===== config.mk =====
export PLATFORM = sky130hd
export DESIGN_NAME = game_sequencer
export DESIGN_NICKNAME = d
export VERILOG_FILES = /design/src/rtl/game_sequencer.sv
export SDC_FILE = /design/constraint.sdc
export NUM_CORES = 1
export LEC_CHECK = 0
export BUFFER_PORTS_ARGS = -buffer_cell sky130_fd_sc_hd__buf_2
export CAP_MARGIN = 20
export CORE_ASPECT_RATIO = 0.7
export CORE_MARGIN = 2
export CORE_UTILIZATION = 35
export DETAILED_ROUTE_END_ITERATION = 8
export PLACE_DENSITY = 0.62
export SETUP_SLACK_MARGIN = 0.1
export SKIP_LAST_GASP = 1
export SYNTH_ARGS = -nofsm -noshare
export SYNTH_HDL_FRONTEND = slang
export SYNTH_SLANG_ARGS = --single-unit

===== constraint.sdc =====
create_clock -name iClk -period 3.7 [get_ports iClk]
set_clock_uncertainty 0.05 [all_clocks]
set_input_delay 0.185 -clock iClk [delete_from_list [all_inputs] [get_ports iClk]]
set_output_delay 0.185 -clock iClk [all_outputs]
set_load 0.1 [all_outputs]

===== src/rtl/game_sequencer.sv =====
// game_sequencer: frame-synchronous controller for the car-dodging game.
// Runs the IDLE/PLAY/CRASH/OVER machine and turns VGA frame pulses into
// obstacle and player step pulses. It also tracks score, lives and level.
// Every output comes straight from a register.
`timescale 1ns/1ps

module game_sequencer #(
  parameter int unsigned LIVES        = 3,
  parameter int unsigned BASE_DIV     = 8,
  parameter int unsigned LEVEL_STEP   = 10,
  parameter int unsigned MAX_LEVEL    = 7,
  parameter int unsigned CRASH_FRAMES = 60
) (
  input  logic       iClk,
  input  logic       iReset,
  input  logic       iStart,
  input  logic       iFrame,
  input  logic       iChoque,
  input  logic       iPunto,
  output logic       oEnableLFSR,
  output logic       oPasoObstaculo,
  output logic       oPasoJugador,
  output logic       oPintar,
  output logic       oResetPintar,
  output logic [8:0] oPuntos,
  output logic [1:0] oVidas,
  output logic [2:0] oNivel,
  output logic [1:0] oEstado
);

  typedef enum logic [1:0] {
    IDLE  = 2'd0,
    PLAY  = 2'd1,
    CRASH = 2'd2,
    OVER  = 2'd3
  } state_e;

  localparam logic [1:0] LivesInit  = 2'(LIVES);
  localparam logic [4:0] BaseDiv    = 5'(BASE_DIV);
  localparam logic [5:0] LevelStep  = 6'(LEVEL_STEP);
  localparam logic [2:0] MaxLevel   = 3'(MAX_LEVEL);
  localparam logic [7:0] CrashLimit = 8'(CRASH_FRAMES);

  state_e     state_q, state_d;
  logic       startMeta_q, startSync_q, startPrev_q, framePrev_q;
  logic       startEdge, frameEdge;
  logic [3:0] frameCnt_q, frameCnt_d;
  logic [5:0] levelCnt_q, levelCnt_d;
  logic [7:0] crashCnt_q, crashCnt_d;
  logic [8:0] puntos_q, puntos_d;
  logic [1:0] vidas_q, vidas_d;
  logic [2:0] nivel_q, nivel_d;
  logic       pasoJug_q, pasoJug_d;
  logic       pasoObs_q, pasoObs_d;
  logic       resetPintar_q, resetPintar_d;
  logic       pintar_q, pintar_d;
  logic       enableLfsr_q, enableLfsr_d;
  logic [4:0] divisor;
  logic       stepDue;
  logic [7:0] crashNext;
  logic       crashDone;
  logic [5:0] levelNext;

  // The start button is asynchronous, so it passes through two flops before
  // edge detection. iFrame is already synchronous and only needs its previous value.
  always_ff @(posedge iClk or posedge iReset) begin
    if (iReset) begin
      startMeta_q <= 1'b0;
      startSync_q <= 1'b0;
      startPrev_q <= 1'b0;
      framePrev_q <= 1'b0;
    end else begin
      startMeta_q <= iStart;
      startSync_q <= startMeta_q;
      startPrev_q <= startSync_q;
      framePrev_q <= iFrame;
    end
  end

  assign startEdge = startSync_q & ~startPrev_q;
  assign frameEdge = iFrame & ~framePrev_q;

  // Frames per obstacle step shrink as the level rises. The value never goes below 1.
  assign divisor   = (({2'b00, nivel_q} + 5'd1) >= BaseDiv) ? 5'd1
                                                            : (BaseDiv - {2'b00, nivel_q});
  assign stepDue   = ({1'b0, frameCnt_q} >= (divisor - 5'd1));
  assign crashNext = crashCnt_q + 8'd1;
  assign crashDone = frameEdge && (crashNext == CrashLimit);
  assign levelNext = levelCnt_q + 6'd1;

  // State register for the game machine.
  always_ff @(posedge iClk or posedge iReset) begin
    if (iReset) begin
      state_q <= IDLE;
    end else begin
      state_q <= state_d;
    end
  end

  // Next-state logic. A collision on the last life ends the game.
  always_comb begin
    state_d = state_q;
    case (state_q)
      IDLE:    if (startEdge) state_d = PLAY;
      PLAY:    if (iChoque) state_d = (vidas_q == 2'd1) ? OVER : CRASH;
      CRASH:   if (crashDone) state_d = PLAY;
      OVER:    if (startEdge) state_d = PLAY;
      default: state_d = IDLE;
    endcase
  end

  // Output and datapath next values. A collision takes precedence over a point in the same cycle.
  always_comb begin
    puntos_d      = puntos_q;
    vidas_d       = vidas_q;
    nivel_d       = nivel_q;
    frameCnt_d    = frameCnt_q;
    levelCnt_d    = levelCnt_q;
    crashCnt_d    = crashCnt_q;
    pasoJug_d     = 1'b0;
    pasoObs_d     = 1'b0;
    resetPintar_d = 1'b0;
    case (state_q)
      IDLE, OVER: begin
        if (startEdge) begin
          puntos_d      = '0;
          vidas_d       = LivesInit;
          nivel_d       = '0;
          frameCnt_d    = '0;
          levelCnt_d    = '0;
          crashCnt_d    = '0;
          resetPintar_d = 1'b1;
        end
      end
      PLAY: begin
        if (iChoque) begin
          vidas_d    = vidas_q - 2'd1;
          crashCnt_d = '0;
        end else begin
          if (frameEdge) begin
            pasoJug_d = 1'b1;
            if (stepDue) begin
              pasoObs_d  = 1'b1;
              frameCnt_d = '0;
            end else begin
              frameCnt_d = frameCnt_q + 4'd1;
            end
          end
          if (iPunto) begin
            if (puntos_q != 9'd511) puntos_d = puntos_q + 9'd1;
            if (levelNext == LevelStep) begin
              levelCnt_d = '0;
              if (nivel_q < MaxLevel) nivel_d = nivel_q + 3'd1;
            end else begin
              levelCnt_d = levelNext;
            end
          end
        end
      end
      CRASH: begin
        if (frameEdge) begin
          crashCnt_d = crashNext;
          if (crashDone) begin
            resetPintar_d = 1'b1;
            frameCnt_d    = '0;
          end
        end
      end
      default: ;
    endcase
    enableLfsr_d = (state_d == PLAY);
    case (state_d)
      PLAY, OVER: pintar_d = 1'b1;
      CRASH:      pintar_d = ~crashCnt_d[3];
      default:    pintar_d = 1'b0;
    endcase
  end

  // Register the datapath and the outputs. Reset clears any pending pulse.
  always_ff @(posedge iClk or posedge iReset) begin
    if (iReset) begin
      puntos_q      <= '0;
      vidas_q       <= LivesInit;
      nivel_q       <= '0;
      frameCnt_q    <= '0;
      levelCnt_q    <= '0;
      crashCnt_q    <= '0;
      pasoJug_q     <= 1'b0;
      pasoObs_q     <= 1'b0;
      resetPintar_q <= 1'b0;
      pintar_q      <= 1'b0;
      enableLfsr_q  <= 1'b0;
    end else begin
      puntos_q      <= puntos_d;
      vidas_q       <= vidas_d;
      nivel_q       <= nivel_d;
      frameCnt_q    <= frameCnt_d;
      levelCnt_q    <= levelCnt_d;
      crashCnt_q    <= crashCnt_d;
      pasoJug_q     <= pasoJug_d;
      pasoObs_q     <= pasoObs_d;
      resetPintar_q <= resetPintar_d;
      pintar_q      <= pintar_d;
      enableLfsr_q  <= enableLfsr_d;
    end
  end

  assign oEnableLFSR    = enableLfsr_q;
  assign oPasoObstaculo = pasoObs_q;
  assign oPasoJugador   = pasoJug_q;
  assign oPintar        = pintar_q;
  assign oResetPintar   = resetPintar_q;
  assign oPuntos        = puntos_q;
  assign oVidas         = vidas_q;
  assign oNivel         = nivel_q;
  assign oEstado        = state_q;

endmodule


### Word-level counts from Yosys, hierarchy flattened

Cells that the tools add are included.

* register bits after elaboration: 43
* output and inout bits: 21
* logic and storage cells: 113
* input port bits: 6

* add/subtract/negate cells: 9
* mux-type cells: 48
* equal/unequal tests: 20
* bitwise operators: 5
* reduce and logical (&&, ||, !) cells: 11
* $lt $le $gt $ge: 3

Operator list (count)
* $mux W9: 4
* $mux W4: 6
* $mux W6: 4
* $mux W8: 3
* $pmux W8 S3: 1
* $ne A2 B2 Y1 const B: 9
* $pmux W9 S2: 1
* $mux W3: 5
* $pmux W4 S3: 1
* $pmux W6 S2: 1
* $mux W1: 11
* $mux W2: 5
* $reduce_and A5 Y1: 2
* $add A9 B1 Y9 const B: 1
* $ne A9 B9 Y1 const B: 1
* $add A8 B1 Y8 const B: 1
* $eq A2 B2 Y1 const B: 4
* $eq A8 B6 Y1 const B: 1
* $add A6 B1 Y6 const B: 1
* $eq A2 B1 Y1 const B: 3
* $eq A6 B4 Y1 const B: 1
* $pmux W2 S3: 1
* $pmux W3 S2: 1
* $reduce_and A3 Y1: 2
* 21 further kinds: 26

### Logic depth before layout (Yosys ltp)

* depth after elaboration: 9
* depth in mapped cells: 13
* mapped depth without buffers: 12

### Worst setup path before layout

OpenSTA, ideal clock, no wires.

* path kind: register to register
* start: reg nivel_q[0] (netlist: oNivel[0])
* end: reg frameCnt_q[3]
* cell stages (with the launch flop): 13
* library setup time: 0.087 ns
* buffers on the path: 1
* required time: 3.563 ns
* data arrival time: 3.136 ns
* slack: 0.427 ns
* cell sequence: dfrtp_1 > clkbuf_1 > inv_1 > ha_1 > nand2b_1 > o21a_1 > o32ai_1 > nand2_1 > ha_1 > o221a_2 > a2111oi_0 > o211ai_1 > o211ai_1

* cells in the longest elaborated chain, start to end: 9
* elaborated cells between the ends (all ways): 10

RTL lines
* from (decl): line 52 `logic [2:0] nivel_q, nivel_d;`
* from (signal assigned): line 196 `nivel_q <= nivel_d;`
* $add A3 B1 Y4: line 84 `assign divisor = (({2'b00, nivel_q} + 5'd1) >= BaseDiv) ? 5'd1`
* $ge A4 B4 Y1: line 84
* $mux W5 *: line 84
* $sub A5 B1 Y5 *: line 86 `assign stepDue = ({1'b0, frameCnt_q} >= (divisor - 5'd1));`
* $ge A4 B5 Y1 *: line 86
* $mux W4 *: line 142 `if (stepDue) begin`
* $mux W4 *: line 140 `if (frameEdge) begin`
* $mux W4 *: line 136 `if (iChoque) begin`
* $pmux W4 S3 *: line 123 `case (state_q)`
* to (signal assigned): line 197 `frameCnt_q <= frameCnt_d;`
* to (decl): line 47 `logic [3:0] frameCnt_q, frameCnt_d;`

Mark *: on every way between the ends. The rest lies on a longest branch, timed or not. The select of a mux whose other input is x is not followed.
A chain may end at the register's enable or synchronous reset.

### Final worst setup path

Same ends and word-level chain as after synthesis.

==> out/results.txt <==
status: finished, final reports clean
Antenna Nets Post-Route: 0
commonest non-fill, non-tap cell in the layout: dfrtp_1
post-synthesis cell area: 2610 um2
Synthesized Nets: 307
Setup-failing EPs final: 0
Adder-Cell Fraction of Synth Area: 7.18%
CTS sink cnt: 43
RSZ-0062 raised after global routing: no
DRT Pass-1 Iters: 4
IO Pins: 27
CTS tree: done
clock insertion delay at the later pin of the skew report: 0.30 ns
die area: 8180 um2
max incr delay on CP: 0.53 ns
post-synth top area share: 39.3%
min cycle time layout: 2.75 ns
Die Ht: 76.3 um
Hold WC Path Type: input pin to async pin
first-pass GRT wire length: 9.85 mm
Post-synth ARST share: 100%
Power Total: 1.83 mW
layout cell share with drive strength beyond 1: 15.7%
Tcrit/Tclk final: 74.4%
CP delay by family, top: compound AO/OA/AOI/OAI gates
Post-synth EDFFs: 0
post-synthesis mux area share: 2.35%
Final Max Slew Viols: 0
Bufs on Longest Clock Path: 2
count of cell types in the netlist: 59
filler instances: 742
initial antenna violation count: 0
critical path capture point type: flop
Max Cap Viol: 0
GR met3 Demand/Resource: 2.99%
Finished Layout Cells: 410
Max Clk Rate: 0.363 GHz
M1 GR Usage: 23.3%
number of inserted diodes: 0
worst slack, placed: 1.00 ns
Primary FF master, synth: dfrtp_1
CP max stage cell: dfrtp_1
Post-Syn Area per Cell: 9.13 um2
Setup CP Type: flop to flop
simple-gate portion of the synthesized area: 20.6%
largest net degree at the start of global routing: 44
maximum VDD drop: 0.000708 V
Max H-tree Level: 2
power per cell area: 620 nW/um2
dpl hpwl: 4.16 mm
Mapped Cells: 286
layout overhead on the synthesized area: 13.1%
largest family of logic cells by synthesized area: compound AO/OA/AOI/OAI gates
P_leak: 1.32 nW
GRT busiest layer: met1
worst-margin pin slew: 0.904 ns
Post-Synth XOR/XNOR Area: 1.68%
Rel. slew slack: 39.7%
Root Driver: clkbuf_8
Layout Utilization: 40.7%
Die Wd: 107 um
Seq/Total Area, Yosys: 41.3%
Synth area leader: dfrtp_1
Core Rows: 26
critical path arrival: 2.92 ns
DR WL/cell: 13.8 um
final wirelength: 5.67 mm
final hold violation count: 0
core area: 7250 um2
Via Count: 2158
gpl congestion: 0.806
DR vias/cell: 5.26
DP Cell Count: 400
Synth area leaders: dfrtp_1 (39%), ha_1 (7.2%), o21ai_0 (4.2%)
critical path peak fanout: 11
clock edge transition at the registers on the reported setup and hold paths: 0.09 ns
number of buffer and inverter stages on the critical path: 1
port bufs: 26
residual overflow from global routing: 0
M2 GR Usage: 20.3%
DRC: 0
FF-to-FF path depth: 10
CP Depth: 10
CTS Buf Count: 5
initial drt markers: 74
Initial Util: 36.0%
CP startpoint kind: flop
Tot GR Track Use: 15.0%
#FFs+latches synth: 43
Compound-Gate Fraction of Synth Area: 22.2%
required time worst endpoint: 3.87 ns
post-CTS setup buffers: 0
crit-path cells: inv_1 -> ha_1 -> nor2b_1 -> o32ai_1 -> nand2_1 -> ha_1 -> o221a_2 -> a2111oi_0 -> o211ai_1 -> o211ai_1
Synthesis Warnings: 0
vias in the first global route: 2043
setup TNS: 0 ns
Worst Slack Setup Final: 0.947 ns
most frequent cells in the layout: dfrtp_1 (41), buf_2 (26), nand2_1 (25)
NumNets Final: 332
sequential cells by signal, summed over array words and instances (netlist names):
| name | cells |
|---|---|
| oPintar | 1 |
| oPuntos | 9 |
| oPasoObstaculo | 1 |
| oEnableLFSR | 1 |
| framePrev_q | 1 |
| oNivel | 3 |
| startSync_q | 1 |
| startMeta_q | 1 |
| oPasoJugador | 1 |
| levelCnt_q | 6 |
| crashCnt_q | 8 |
| oEstado | 2 |
| frameCnt_q | 4 |
| oResetPintar | 1 |
| startPrev_q | 1 |
| oVidas | 2 |
power by group:
group	leakage [nW]	switching, mW	internal [mW]
clock	0.0581	0.169	0.201
sequential	0.578	0.0593	0.533
combinational	0.679	0.667	0.201
total	1.32	0.895	0.935
layer usage:
| layer | wire (um) | part of all wire, % | vias to the layer above |
|---|---|---|---|
| li1 | - | - | 1093 |
| met1 | 3080 | 54 | 1025 |
| met2 | 2300 | 41 | 33 |
| met3 | 214 | 3.8 | 7 |
| met4 | 80 | 1.4 | 0 |
| met5 | 0 | 0 | - |
logic make-up after synthesis:
logic type | after synthesis
compound gates | 81
xor+xnor | 5
fa+ha+maj | 15
buf+inv | 31
flops | 43
mux | 6
simple gates | 105
through the flow:
step | area (um2) | hold slack [ns]
after floorplan | 2610 | 0.166
after global placement | 2820 | 0.245
after detailed placement | 2820 | 0.246
after CTS | 2950 | 0.0707
after global routing | 2950 | 0.113
final | 2950 | 0.0254
area by class of cell:
class / count / area [um2] / share of cell area, %
clock buffers: 5 / 68.8 / 2.33
clock inverters: 3 / 43.8 / 1.48
inverters: 21 / 78.8 / 2.67
multi-input cells: 212 / 1410 / 47.8
flip-flops and latches: 43 / 1080 / 36.5
well taps: 98 / 123 / 4.15
repair buffers: 28 / 150 / 5.08
synth_stat cells (2+ instances only):
cell,n
a21oi_1,15
nor3_1,6
nand2_1,25
mux2i_1,5
a31oi_1,3
a22o_1,4
and2_1,4
o32ai_1,2
o31ai_1,5
nor2b_1,6
o21ai_1,2
a211oi_1,2
clkbuf_1,4
nor2_1,24
o22ai_1,3
xnor2_1,4
nand3_1,14
o311a_1,2
dfrtp_1,41
or3_1,4
nand3b_1,3
buf_2,4
nand2b_1,6
o211ai_1,4
and3_1,2
inv_1,19
ha_1,15
nor3b_1,3
and3b_1,2
inv_2,2
dfstp_2,2
o21ai_0,22
final timing paths:
path / from / to / slack, ns
min reg2reg: startMeta_q$_DFF_PP0_ / startSync_q$_DFF_PP0_ / 0.31
max: oNivel[0]$_DFFE_PP0P_ / frameCnt_q[3]$_DFFE_PP0P_ / 0.95
max reg2reg: oNivel[0]$_DFFE_PP0P_ / frameCnt_q[3]$_DFFE_PP0P_ / 0.95
max in group asynchronous: iReset / crashCnt_q[6]$_DFFE_PP0P_ / 3.01
min: iReset / oPuntos[0]$_DFFE_PP0P_ / 0.03
min in group iClk: iChoque / oVidas[0]$_DFFE_PP1P_ / 0.24
timing repair:
| action | CTS | global route |
|---|---|---|
| endpoints found under the hold margin | 2 | 0 |
| gates resized for setup | 0 | 0 |
| hold buffers | 2 | 0 |
(Power assumes the default switching activity.)
